$ cat config.mk
export PLATFORM = sky130hd
export DESIGN_NAME = alu_share_ctrl
export DESIGN_NICKNAME = d
export VERILOG_FILES = /design/src/rtl/alu_share_pkg.sv /design/src/rtl/alu_share_ctrl_alu.sv /design/src/rtl/alu_share_ctrl_rr_arb2.sv /design/src/rtl/alu_share_ctrl.sv
export SDC_FILE = /design/constraint.sdc
export NUM_CORES = 1
export LEC_CHECK = 0
export CAP_MARGIN = 25
export CORE_MARGIN = 8
export CORE_UTILIZATION = 49
export CTS_CLUSTER_DIAMETER = 50
export DETAILED_ROUTE_END_ITERATION = 8
export PLACE_DENSITY = 0.91
export SYNTH_ARGS = -nofsm -noshare
export SYNTH_HDL_FRONTEND = slang
export SYNTH_SLANG_ARGS = --single-unit
$ cat constraint.sdc
create_clock -name clk -period 3.4 [get_ports clk]
set_clock_uncertainty 0.1 [all_clocks]
set_input_delay 0.34 -clock clk [delete_from_list [all_inputs] [get_ports clk]]
set_output_delay 0.34 -clock clk [all_outputs]
set_load 0.01 [all_outputs]
$ cat src/rtl/alu_share_pkg.sv
// Shared widths, opcode encodings and FSM state encodings for the ALU sharing controller.
package alu_share_pkg;
    localparam int DATA_W_DEF = 4;
    localparam int OP_W_DEF   = DATA_W_DEF - 1;
    localparam int RES_W_DEF  = 2 * DATA_W_DEF;

    localparam int OP_AND  = 0;
    localparam int OP_OR   = 1;
    localparam int OP_NAND = 2;
    localparam int OP_NOR  = 3;
    localparam int OP_XOR  = 4;
    localparam int OP_XNOR = 5;

    localparam logic [1:0] IDLE = 2'd0;
    localparam logic [1:0] EXEC = 2'd1;
    localparam logic [1:0] RESP = 2'd2;

    function automatic logic op_illegal(input int op);
        return op > OP_XNOR;
    endfunction
endpackage

$ cat src/rtl/alu_share_ctrl_alu.sv
// Combinational bitwise ALU; operands are zero-extended to the result width first.
// Zero latency; unknown opcodes give zero.
module alu
    import alu_share_pkg::*;
#(
    parameter int DATA_W = DATA_W_DEF,
    parameter int OP_W   = DATA_W - 1,
    parameter int RES_W  = 2 * DATA_W
) (
    input  logic [DATA_W-1:0] a,
    input  logic [DATA_W-1:0] b,
    input  logic [OP_W-1:0]   op,
    output logic [RES_W-1:0]  y
);
    logic [RES_W-1:0] ax;
    logic [RES_W-1:0] bx;

    assign ax = RES_W'(a);
    assign bx = RES_W'(b);

    always_comb begin
        y = '0;
        case (int'(op))
            OP_AND:  y = ax & bx;
            OP_OR:   y = ax | bx;
            OP_NAND: y = ~(ax & bx);
            OP_NOR:  y = ~(ax | bx);
            OP_XOR:  y = ax ^ bx;
            OP_XNOR: y = ~(ax ^ bx);
            default: y = '0;
        endcase
    end
endmodule

$ cat src/rtl/alu_share_ctrl_rr_arb2.sv
// 2-way round-robin arbiter: a lone requester wins, ptr breaks ties; one-hot grant.
// Purely combinational, no backpressure of its own.
module rr_arb2 (
    input  logic [1:0] valid,
    input  logic       ptr,
    output logic [1:0] gnt
);
    always_comb begin
        gnt = valid;
        if (valid == 2'b11) begin
            gnt = ptr ? 2'b10 : 2'b01;
        end
    end
endmodule

$ cat src/rtl/alu_share_ctrl.sv
// Time-shares one ALU between two requesters with round-robin grant; rsp_err gated by ALU_SHARE_CTRL_ERR_EN.
// Latency: accept at edge N -> rsp_valid in cycle N+2; one op per 3 cycles at best.
// Backpressure: response held until rsp_ready; no request accepted outside IDLE.
module alu_share_ctrl
    import alu_share_pkg::*;
#(
    parameter int DATA_W = DATA_W_DEF,
    parameter int OP_W   = DATA_W - 1,
    parameter int RES_W  = 2 * DATA_W
) (
    input  logic              clk,
    input  logic              rst_n,
    input  logic [1:0]        req_valid,
    output logic [1:0]        req_ready,
    input  logic [DATA_W-1:0] req_a0,
    input  logic [DATA_W-1:0] req_b0,
    input  logic [OP_W-1:0]   req_op0,
    input  logic [DATA_W-1:0] req_a1,
    input  logic [DATA_W-1:0] req_b1,
    input  logic [OP_W-1:0]   req_op1,
    output logic              rsp_valid,
    input  logic              rsp_ready,
    output logic              rsp_id,
    output logic [RES_W-1:0]  rsp_data,
    output logic              rsp_err
);
    logic [1:0]        state;
    logic              rr_ptr;
    logic [1:0]        gnt;
    logic [DATA_W-1:0] cap_a;
    logic [DATA_W-1:0] cap_b;
    logic [OP_W-1:0]   cap_op;
    logic              cap_id;
    logic              cap_illegal;
    logic [RES_W-1:0]  alu_y;

    rr_arb2 u_arb (
        .valid (req_valid),
        .ptr   (rr_ptr),
        .gnt   (gnt)
    );

    // Ready is suppressed during reset so a requester never sees an accept that was not captured.
    assign req_ready = (rst_n && state == IDLE) ? gnt : 2'b00;

    alu #(
        .DATA_W (DATA_W),
        .OP_W   (OP_W),
        .RES_W  (RES_W)
    ) u_alu (
        .a  (cap_a),
        .b  (cap_b),
        .op (cap_op),
        .y  (alu_y)
    );

    assign cap_illegal = op_illegal(int'(cap_op));

    always_ff @(posedge clk) begin
        if (!rst_n) begin
            state     <= IDLE;
            rr_ptr    <= 1'b0;
            rsp_valid <= 1'b0;
            rsp_id    <= 1'b0;
            rsp_data  <= '0;
            cap_a     <= '0;
            cap_b     <= '0;
            cap_op    <= '0;
            cap_id    <= 1'b0;
        end else begin
            case (state)
                IDLE: begin
                    if (|req_valid) begin
                        cap_a  <= gnt[1] ? req_a1  : req_a0;
                        cap_b  <= gnt[1] ? req_b1  : req_b0;
                        cap_op <= gnt[1] ? req_op1 : req_op0;
                        cap_id <= gnt[1];
                        state  <= EXEC;
                    end
                end
                EXEC: begin
                    rsp_data  <= cap_illegal ? '0 : alu_y;
                    rsp_id    <= cap_id;
                    rsp_valid <= 1'b1;
                    state     <= RESP;
                end
                RESP: begin
                    if (rsp_ready) begin
                        rsp_valid <= 1'b0;
                        rr_ptr    <= ~rsp_id;
                        state     <= IDLE;
                    end
                end
                default: state <= IDLE;
            endcase
        end
    end

`ifdef ALU_SHARE_CTRL_ERR_EN
    always_ff @(posedge clk) begin
        if (!rst_n) begin
            rsp_err <= 1'b0;
        end else if (state == EXEC) begin
            rsp_err <= cap_illegal;
        end
    end
`else
    assign rsp_err = 1'b0;
`endif
endmodule

# [Yosys cells after proc, flatten, opt, wreduce, memory -nomap -nowiden]
# Index checks and enable logic that the tools add are counted.
# Widths: inputs -> output; s select.
[op_classes] n_lt_le_gt_ge=1 eq_ne=10 n_mux=13 bitwise_logic=7 reduce_logical=9
[ops] cell="$pmux 8 s6" n=1
[ops] cell="$not 8->8" n=3
[ops] cell="$mux 2" n=5
[ops] cell="$mux 4" n=2
[ops] cell="$mux 8" n=1
[ops] cell="$reduce_and 2->1" n=4
[ops] cell="$eq 3x2->1 const B" n=2
[ops] cell="$eq 3x3->1 const B" n=2
[ops] cell="$pmux 2 s3" n=1
[ops] cell="$and 4x4->4" n=1
[ops] cell="$eq 2x2->1 const B" n=2
[ops] cell="$or 4x4->4" n=1
[ops] cell="$xor 4x4->4" n=1
[ops] cell="$eq 3x1->1 const B" n=1
[ops] cell="$gt 3x3->1 const B" n=1
[ops] cell="$logic_not 3->1" n=1
[ops] cell="$mux 3" n=1
[ops] cell="$eq 2x1->1 const B" n=1
[ops] cell="$logic_not 2->1" n=1
[ops] cell="$ne 2x1->1 const B" n=1
[ops] cell="$ne 2x2->1 const B" n=1
[ops] cell="$pmux 1 s2" n=1
[ops] cell="$reduce_bool 2->1" n=1
[ops] cell="$reduce_or 2->1" n=1
[ops] cell="other kinds (3)" n=3
[word_totals] register_bits=25 in_bits=27 wordCells=49

# [Longest topological paths before layout]
[depth] word_depth=4 mapped_depth=6 mapped_depth_nobuf=6

# [Cells and area by module]
# A second synthesis with hierarchy kept.
[unflattened] hier_cells=173 hier_area_um2=1493.9
[by_module_without_submodules] module="alu_share_ctrl" instances=1 cells_each=121 area_per_inst_um2=1121.1
[by_module_without_submodules] module="alu" instances=1 cells_each=49 area_per_inst_um2=354.1
[by_module_without_submodules] module="rr_arb2" instances=1 cells_each=3 area_per_inst_um2=18.8

# [Least setup slack after synthesis]
# OpenSTA, ideal clock, no wires.
[synth_timing] path_kind="register to register" startpoint="register cap_a[0]" endpoint="register rsp_data[0]" arrival_ns=1.127 t_required_ns=3.178 slack_ns=2.051 stages_incl_launch_ff=7 n_path_buf=0 cell_sequence="dfxtp_1 inv_1 ha_1 nand2_1 o21ai_0 xnor2_1 a221o_1"
[synth_via] elab_chain_len=4
[synth_rtl] item="from (decl)" line_no="alu_share_ctrl.sv:30" source="logic [DATA_W-1:0] cap_a;"
[synth_rtl] item="from (signal assigned)" line_no="alu_share_ctrl.sv:74" source="cap_a <= gnt[1] ? req_a1 : req_a0;"
[synth_rtl] item="$xor 4x4->4, or another cell as far along" line_no="alu_share_ctrl_alu.sv:28, alu_share_ctrl_alu.sv:29"
[synth_rtl] item="$not 8->8, on equally long branches" line_no="alu_share_ctrl_alu.sv:29, alu_share_ctrl_alu.sv:26, alu_share_ctrl_alu.sv:27"
[synth_rtl] item="$pmux 8 s6 (*)" line_no="alu_share_ctrl_alu.sv:23" source="case (int'(op))"
[synth_rtl] item="$mux 8 (*)" line_no="alu_share_ctrl.sv:82" source="rsp_data <= cap_illegal ? '0 : alu_y;"
[synth_rtl] item="to (signal assigned)" line_no="alu_share_ctrl.sv:82"
[synth_rtl] item="to (decl)" line_no="alu_share_ctrl.sv:24" source="output logic [RES_W-1:0] rsp_data,"
# Every way passes the cells marked *; elsewhere a longest branch is shown, timed or not.
# A chain may end at the register's enable or synchronous reset.

# [Worst setup path in the final report]
[layout_timing] startpoint="input port rst_n" endpoint="output port req_ready[0]"
[layout_via] elab_chain_len=2
[layout_rtl] item="from (decl)" line_no="alu_share_ctrl.sv:12" source="input logic rst_n,"
[layout_rtl] item="$logic_and 1x1->1" line_no="alu_share_ctrl.sv:44" source="assign req_ready = (rst_n && state == IDLE) ? gnt : 2'b00;"
[layout_rtl] item="$mux 2" line_no="alu_share_ctrl.sv:44"
[layout_rtl] item="to (decl)" line_no="alu_share_ctrl.sv:14" source="output logic [1:0] req_ready,"
# Every way passes these cells.

==> impl_metrics.csv <==
group,metric,value,unit
floorplanning,dieArea,4400,um^2
routing,drc,0,
routing,ant_nets,0,
logic_synthesis,synth_adder_area_share,0.0807,
finish,fin_nets,221,
setup_path,crit_arrival,1.89,ns
logic_synthesis,syn_area_per_cell,8.05,um^2
routing,viasPerCell,5.13,
logic_synthesis,netlist_area,1240,um^2
timing,rsz0062_at_grt,"false",
placed_design,post-dp-hpwl,2.28,mm
floorplanning,coreArea,2430,um^2
timing,worst_slack,1.07,ns
finish,final_cell_mix,"38 x clkdlybuf4s50_1, 30 x nand2_1, 22 x dfxtp_1",
timing,timing_hold_violations_final,0,
setup_path,crit_type,"in2out",
finish,drive_gt1_frac,0.0486,
timing,relSlewSlack,0.524,
logic_synthesis,synth_compound_area_frac,0.199,
placed_design,placed_cells,211,
logic_synthesis,synth_mux_area_frac,0.0161,
timing,drv_slew,0,
setup_path,critPathCaptureType,"output port",
power,power_leakage,0.648,nW
logic_synthesis,synth_cells,154,
cts,cts-hold-fix-buffers,0,
finish,layoutNonFillerInstCount,215,
finish,fillCellCount,202,
power,p_per_area,406,nW/um^2
setup_path,critPathMaxFanout,21,
run,drv_cap,0,
cts,tritoncts,"yes",
timing,fin_tns_setup,0,ns
logic_synthesis,yosysTopAreaCell,"dfxtp_1",
grt,grt_max_degree,24,
timing,layout_min_cycle_time,2.33,ns
finish,register_area,440,um^2
floorplanning,die_height,66.3,um
finish,stdcell_area,1620,um^2
finish,post-route-util,0.668,
setup_path,required,2.96,ns
finish,multi_input_area,677,um^2
logic_synthesis,synthTopCellsByArea,"dfxtp_1 36%, nand2_1 9.1%, ha_1 8.1%",
grt,grt.overflow.total,0,
floorplanning,fp.dieW,66.3,um
logic_synthesis,ys_seq_area_frac,0.355,
floorplanning,start_util,0.510,
routing,drt-initial-drc-count,34,
timing,period_share,0.686,
grt,grt_pass1_wl,4.38,mm
routing,drtPass1Iterations,5,
power,irDropWorstVdd,0.250,mV
grt,first_global_vias,1045,
grt,grt_use_total,0.123,
setup_path,cp-start-kind,"input port",
cts,postCtsResizedCells,0,
logic_synthesis,synth-simple-area-share,0.191,
timing,setup_viol,0,
logic_synthesis,yosysTopAreaCellShare,0.355,
placed_design,gp_congestion,0.784,
logic_synthesis,yosysWarnings,0,
logic_synthesis,synthXorXnorAreaFrac,0.0565,
finish,area_delta_synth_final,31.0,%
routing,vias,1104,
logic_synthesis,synth_cell_types,28,
cts,clkSinkCount,22,
timing,tightest_slew,0.712,ns
placed_design,pre_cts_ws,1.07,ns
cts,numCtsBuffers,3,
grt,grt_antenna_before_repair,0,
worst_hold_path,hold_path_class,"reg2reg",
logic_synthesis,syn_nets,189,
timing,maxClockFrequency,429,MHz
cts,clk_pin_slew_worst_paths,0.13,ns
cts,cts_buffer_depth,2,
cts,htreeDepth,1,
placed_design,portBuffers,38,
outcome,status,"completed",
logic_synthesis,synth_top_family_by_area,"compound AO/OA/AOI/OAI gates",
floorplanning,num_rows,18,
cts,clock-root-buffer,"clkbuf_4",
cts,clock_latency,0.32,ns
cts,post-cts-setup-buffer-count,0,
finish,antenna-diode-count,0,
logic_synthesis,ys_seq_elements,22,
routing,avgRoutedWirePerCell,13.2,um
floorplanning,ioPinCount,40,
finish,layout_commonest_cell,"clkdlybuf4s50_1",
placed_design,dpl_cell_area,1590,um^2
routing,totalWireLength,2.84,mm
## where the power goes
part	internal, mW	leakage, nW	switching [mW]
Combinational	0.107	0.445	0.0859
Clock	0.0656	0.0210	0.0857
Sequential	0.285	0.181	0.0297
Total	0.458	0.648	0.201
## synthesized netlist by cell type
cell	number
a21oi_1	3
nor2b_4	1
nand2_1	30
clkbuf_1	1
buf_4	6
nor2b_1	5
o21ai_0	17
nor3b_1	1
clkbuf_2	1
nor3_1	1
conb_1	1
buf_6	1
o211a_1	1
a221o_1	4
dfxtp_1	22
nor2_4	1
o21a_1	2
a211oi_1	1
buf_2	4
o21ai_1	1
inv_1	10
ha_1	8
mux2i_1	2
nor3_4	1
nand3_1	1
a31oi_1	11
nor2_1	9
xnor2_1	8
## final timing paths
kind | from | to | slack, ns | depth (start not counted)
max reg2reg | state[0]$_SDFFE_PN0P_ | rsp_data[3]$_SDFFE_PN0P_ | 1.65 | 4
min | rsp_data[1]$_SDFFE_PN0P_ | rsp_data[1]$_SDFFE_PN0P_ | 0.40 | 1
min reg2reg | rsp_data[1]$_SDFFE_PN0P_ | rsp_data[1]$_SDFFE_PN0P_ | 0.40 | 1
max | rst_n | req_ready[0] | 1.07 | 5
## layout make-up
| class | count | share of cell area |
|---|---|---|
| Multi-Input combinational cell | 109 | 0.417 |
| Inverter | 10 | 0.0231 |
| Sequential cell | 22 | 0.271 |
| Clock buffer | 4 | 0.0223 |
| Timing Repair Buffer | 40 | 0.243 |
| Tap cell | 30 | 0.0231 |
## registers in the layout (all words and copies together), names as in the netlist
name / flops
cap_id: 1
rsp_valid: 1
cap_op: 3
rr_ptr: 1
rsp_data: 5
state: 2
cap_a: 4
cap_b: 4
rsp_id: 1
## cells by family after synthesis
| family | after synthesis |
|---|---|
| AND/OR/NAND/NOR | 50 |
| AO/OA/AOI/OAI | 40 |
| buffers and inverters | 23 |
| flip-flops | 22 |
| adder cells (fa/ha/maj) | 8 |
| XOR/XNOR | 8 |
| multiplexers | 2 |
| other | 1 |
## per-layer routing
metal	GRT usage	routed length, um	share of wire	vias up
met5	0	0	0	-
met4	0.0693	55	0.019	0
met3	0.0186	135	0.048	5
met2	0.226	1450	0.51	28
met1	0.130	1200	0.42	501
li1	-	-	-	570
## critical path: stages
cell	delay (ns)
clkdlybuf4s50_1	0.46
buf_4	0.21
nand2_1	0.12
a211oi_1	0.17
clkdlybuf4s50_1	0.58
## metrics by stage
step                hold WS (ns)  power [mW]
floorplan                  0.382       0.446
finish                     0.402       0.659
detailed placement         0.379       0.514
global placement           0.370       0.503
CTS                        0.408       0.662
global route               0.429       0.693
(Power assumes the default switching activity.)
==> RTL change 1 (config.mk and constraints unchanged) <==
Build with the macro `ALU_SHARE_CTRL_ERR_EN` defined.
--- a/src/rtl/alu_share_ctrl.sv
+++ b/src/rtl/alu_share_ctrl.sv
@@ -1,6 +1,8 @@
 // Time-shares one ALU between two requesters with round-robin grant; rsp_err gated by ALU_SHARE_CTRL_ERR_EN.
 // Latency: accept at edge N -> rsp_valid in cycle N+2; one op per 3 cycles at best.
 // Backpressure: response held until rsp_ready; no request accepted outside IDLE.
+`define ALU_SHARE_CTRL_ERR_EN
+
 module alu_share_ctrl
     import alu_share_pkg::*;
 #(
Check against the original RTL: not equivalent (Yosys sat finds a counterexample within 4 cycles, from zero or initial values and one cycle with rst_n low).
==> RTL change 1 against the unedited design <==
  * Critical path depth is 1 lower
  * Total power is 2.9% higher
  * Via count is 23% higher
  * Design area is 13% higher
  * Setup slack worse by 0.23 ns
  * Sequential cell count is 1 higher
  * First-iteration DRC count is 74% higher
  * Routed wire length is 19% higher
  * Fmax is 8.8% lower
  * Synthesized area is 19% higher
  * Synthesized cell count is 11% higher
  * Count of clock-buffer cells in the layout stayed put
  * Global-route usage is 0.97 points higher
  * Critical path type is now register to primary output
  * Highest routed layer unchanged
==> RTL change 1: results (changes against the unedited design) <==
STA:
- The worst hold margin is 0.3811 ns (-0.02098 ns).
- The actual transition at the worst max-transition pin came to 0.5255 ns (-0.1866 ns).

Critical path:
- The data arrival time of the worst path came to 2.12 ns (+0.23 ns).
- The count of cells along the worst register-to-register path is 3 (-1).
- The largest fanout on the critical path came to 13 (-38%).
- In this run the critical register-to-register path is launched from cap_op[2].

Route:
- The aggregate routed wire length is 3371 um (+19%).
- The number of search-and-repair iterations in the first detailed-routing pass is 6 (+1).
- The number of design-rule violations left by the first detailed-router iteration came to 59 (+74%).
- The overall via count from detail_route is 1354 (+23%).

Global route:
- The wire length of the first global-routing pass came to 5637 um (+29%).
- The global routing usage summed across all routing layers is 13.29% (+0.97 points).
- The via count of the first global-routing pass was 1252 (+20%).
- The pin count of the biggest net entering global routing was 20 (-17%).

Power:
- The peak supply drop is 0.1682 mV (-33%).
- The leakage power figure was 0.0006355 uW (-1.9%).

Run status:
- The run finished with clean final reports.

Cells and area:
- The number of nets in the layout was 236 (+6.8%).
- The number of antenna repair diodes is 0 (unchanged).
- The fraction of layout instances using a drive strength above 1 was 7.000% (+2.1 points).

Min path:
- The cell depth of the worst min-delay path is 2 (+1).

Placement:
- The count of input and output buffers is 39 (+2.6%).
- The final weighted congestion of routability-driven global placement is 0.8406 (+7.2%).
- The post-DP HPWL was 2705 um (+19%).

Synthesis:
- In the post-synthesis netlist, the biggest area contributors are sky130_fd_sc_hd__dfxtp_1, sky130_fd_sc_hd__ha_1, sky130_fd_sc_hd__a311oi_1.
[RTL change 1: cell count changes in the layout (fill, tap and decap cells not counted), sizes merged, moves of 7 or more]
cell	delta
xnor2	-8
nand2	-20
nand2b	+7
a31oi	-11
o211ai	+11
a311oi	+11
a21oi	+15
[RTL change 1: worst max path at each step]
stage | startpoint | endpoint | slack, ns | cells after the start
after floorplan | state[0] | req_ready[0] | 1.90 | 4
after global placement | req_valid[1] | req_ready[1] | 0.92 | 4
after detailed placement | req_valid[1] | req_ready[1] | 0.89 | 4
after CTS | state[0] | req_ready[0] | 0.85 | 4
after global routing | state[0] | req_ready[1] | 0.62 | 4
final | state[0] | req_ready[0] | 0.84 | 4
[RTL change 1: cell families after synthesis]
family                   after synthesis  share of synthesized area, %
multiplexers                           8                         6.032
adder cells (fa/ha/maj)                8                         6.797
buffers and inverters                 27                         10.20
AND/OR/NAND/NOR                       36                         13.60
flip-flops                            23                         31.27
AO/OA/AOI/OAI                         69                         32.11
[RTL change 1: worst max-delay path, delay by kind of cell (launching register included)]
kind | cells | cell delay, ns
and+or+nand+nor | 2 | 0.64
buffers and inverters | 1 | 0.58
DFF | 1 | 0.40
AOI/OAI and AO/OA | 1 | 0.21
[RTL change 1: power by group]
| group | internal, uW | switching [uW] |
|---|---|---|
| clock network | 45.7 | 81.2 |
| logic | 118 | 104 |
| registers | 296 | 32.8 |
| total | 460 | 218 |
[RTL change 1: metrics by stage]
stage / instances / util [%] / cell area (um2) / setup slack [ns]
floorplan: 171 / - / 1473 / 1.895
global placement: 229 / 61.19 / 1807 / 0.9165
detailed placement: 229 / 61.19 / 1807 / 0.8879
CTS: 233 / 62.08 / 1833 / 0.8523
global route: 233 / 62.08 / 1833 / 0.6242
finish: 233 / 62.08 / 1833 / 0.8410
[RTL change 1: cell type report]
| class | count | area, um2 |
|---|---|---|
| repair buffers | 40 | 397.9 |
| well taps | 33 | 41.29 |
| clock buffers | 4 | 26.28 |
| multi-input cells | 121 | 862.1 |
| fillers | 269 | 1120 |
| inverters | 12 | 45.04 |
| flip-flops and latches | 23 | 460.4 |
[RTL change 1: per-layer routing]
metal	GRT usage, %	wire length [um]	vias to the layer above
li1	-	-	693
met1	15.92	1579	617
met2	22.25	1580	42
met3	3.531	183	2
met4	4.619	28	0
met5	0	0	-
==> RTL change 2 (same flow settings) <==
Without the edit above. The package constant `DATA_W_DEF` goes from 4 to 3.
--- a/src/rtl/alu_share_pkg.sv
+++ b/src/rtl/alu_share_pkg.sv
@@ -1,6 +1,6 @@
 // Shared widths, opcode encodings and FSM state encodings for the ALU sharing controller.
 package alu_share_pkg;
-    localparam int DATA_W_DEF = 4;
+    localparam int DATA_W_DEF = 3;
     localparam int OP_W_DEF   = DATA_W_DEF - 1;
     localparam int RES_W_DEF  = 2 * DATA_W_DEF;
 
Interface: changed (7 resized); port bits go from 40 to 32. The function was not compared with the original's and may differ.
==> RTL change 2 against the unedited design <==
  * Design area is 26% lower
  * Critical path depth shrank 1
  * Sequential cell count fell by 4
  * Routed wire length decreased by 16%
  * Synthesized area down 28%
  * Total power fell by 23%
  * Count of clock-buffer cells in the layout unchanged
  * Setup slack worse by 0.19 ns
  * Critical path type unchanged
  * Largest cell class unchanged
  * Highest routed layer unchanged
==> RTL change 2: results (changes against the unedited design) <==
Run status:
- The run finished with clean final reports.

Power:
- The leakage power figure is 0.0004115 uW (-36%).
- The peak supply drop is 0.2776 mV (+11%).

Critical path:
- The master of the slowest instance on the critical path is sky130_fd_sc_hd__clkdlybuf4s50_1.
- The data arrival time of the worst path is 2.08 ns (+0.19 ns).
- The biggest cell delay along the critical path is 0.72 ns (+0.14 ns).
- The family of cells with the greatest summed delay on the critical path is buffers and inverters.
- The largest fanout on the critical path is 13 (-38%).

Clock network:
- The number of buffers added by the clock tree synthesis step was 3 (unchanged).
- The setup fix buffers added after clock tree synthesis is 0 (unchanged).
- The H-tree depth reported by CTS is 1 (unchanged).
- The maximum count of clock buffers along a single path is 2 (unchanged).
- The clock latency on the worst-skew pair came to 0.30 ns (-0.02 ns).
- The root buffer cell is sky130_fd_sc_hd__clkbuf_4.
- The number of resized instances in the post-cts repair step was 0 (unchanged).
- The clock transition at the register clock pins on the worst setup and hold paths after CTS is 0.10 ns (-0.03 ns).

Route:
- The overall via count from detail_route is 881 (-20%).
- The topmost layer with routed signal wires is met4.
- The mean routed wirelength per cell is 15.69 um (+19%).
- The number of design-rule violations left by the first detailed-router iteration came to 17 (-50%).
- The amount of wire on met3 after detailed routing is 187 um (+39%).
- The number of search-and-repair iterations in the first detailed-routing pass is 4 (-1).
- The routed length on met1 came to 995 um (-17%).
- The wire length on met2 is 1150 um (-21%).

Placement:
- The count of input and output buffers was 30 (-21%).
- The final weighted congestion of routability-driven global placement is 0.8976 (+14%).
- The post-placement cell area was 1166 um2 (-27%).
- The post-DP HPWL was 1802 um (-21%).

Synthesis:
- The number of different library cells in the post-synthesis netlist is 28 (unchanged).
- After synthesis, the most frequently instantiated cells are sky130_fd_sc_hd__dfxtp_1, sky130_fd_sc_hd__a21oi_1, sky130_fd_sc_hd__o21ai_0.
- The sequential-to-total area share from yosys stat is 40.22% (+4.7 points).
- The number of nets in the synthesized netlist is 125 (-34%).
- The count of synthesis-stage warnings from yosys is 0 (unchanged).
- Sorting the synthesized cells by area gives the leading types as sky130_fd_sc_hd__dfxtp_1, sky130_fd_sc_hd__a311oi_1, sky130_fd_sc_hd__a21oi_1.

Min path:
- The worst hold-check path type is register to register.

Cells and area:
- The fraction of layout instances using a drive strength above 1 came to 5.512% (+0.65 points).
- The number of antenna repair diodes was 0 (unchanged).
- The number of nets in the layout came to 149 (-33%).
- The largest registers in the layout are rsp_data (4), cap_a (3), cap_b (3).
- The filler cell count in the final layout was 133 (-34%).

Global route:
- The initial antenna violation count is 0 (unchanged).
- The wire length of the first global-routing pass is 3836 um (-12%).
- The pin count of the biggest net entering global routing was 15 (-38%).
- The via count of the first global-routing pass was 813 (-22%).
- The global routing usage summed across all routing layers came to 14.25% (+1.9 points).

STA:
- The actual transition at the worst max-transition pin is 0.5595 ns (-0.1526 ns).
[RTL change 2: changes by cell type after synthesis, sizes merged, moves of 8 or more]
cell | before | now
a311oi | 0 | 8
nand2 | 30 | 2
o211ai | 0 | 8
inv | 10 | 2
a21oi | 3 | 13
ha | 8 | 0
a31oi | 11 | 0
[RTL change 2: final cells by class]
type	instances	area (um2)	share of cell area (%)
repair buffers	30	300.3	24.97
inverters	3	11.26	0.9365
well taps	25	31.28	2.601
clock buffers	4	36.28	3.018
flip-flops and latches	18	360.3	29.97
multi-input cells	72	462.9	38.50
[RTL change 2: logic make-up (layout without fill, tap and decap cells)]
logic type	count (synthesis)	in the layout	share of synthesized area [%]
compound gates	43	43	30.45
xor+xnor	3	3	2.933
fa+ha+maj	3	3	3.352
buf+inv	14	37	8.101
flops	18	18	40.22
mux	2	2	2.235
other cells	1	1	0.4186
simple gates	20	20	12.29
[RTL change 2: report_power, final]
group	switching [uW]	internal, uW
Clock	68.2	65.4
Sequential	19.3	232
Combinational	58.3	66.7
[RTL change 2: per-stage QoR]
stage | instances | worst slack, ns | hold slack [ns] | util, % | total power [uW]
2_1_floorplan | 104 | 1.852 | 0.3480 | - | 327.3
3_3_place_gp | 148 | 0.9547 | 0.3604 | 67.54 | 373.3
3_5_place_dp | 148 | 0.9153 | 0.3520 | 67.54 | 378.9
4_1_cts | 152 | 0.8929 | 0.3735 | 69.64 | 509.8
5_1_grt | 152 | 0.7666 | 0.4092 | 69.64 | 537.9
6_report | 152 | 0.8803 | 0.3800 | 69.64 | 510.1
[RTL change 2: final timing paths]
path / depth (start not counted) / slack [ns] / endpoint / start
setup / recovery: 4 / 0.88 / req_ready[1] / req_valid[1]
hold / removal: 2 / 0.38 / cap_id / cap_id
setup reg to reg: 3 / 1.79 / cap_b[1] / rr_ptr
hold reg to reg: 2 / 0.38 / cap_id / cap_id
[RTL change 2: worst register-to-register path, cell delays in order, from the launching register on]
cell and delay (ns):
sky130_fd_sc_hd__dfxtp_1 0.43, sky130_fd_sc_hd__nor2b_1 0.47, sky130_fd_sc_hd__o21ai_0 0.17, sky130_fd_sc_hd__a311oi_1 0.34
[RTL change 2: per-layer routing]
metal  GRT usage [%]  vias up
met3           3.478        5
li1                -      428
met5               0        -
met2           23.21       46
met4           8.532        0
met1           16.38      402
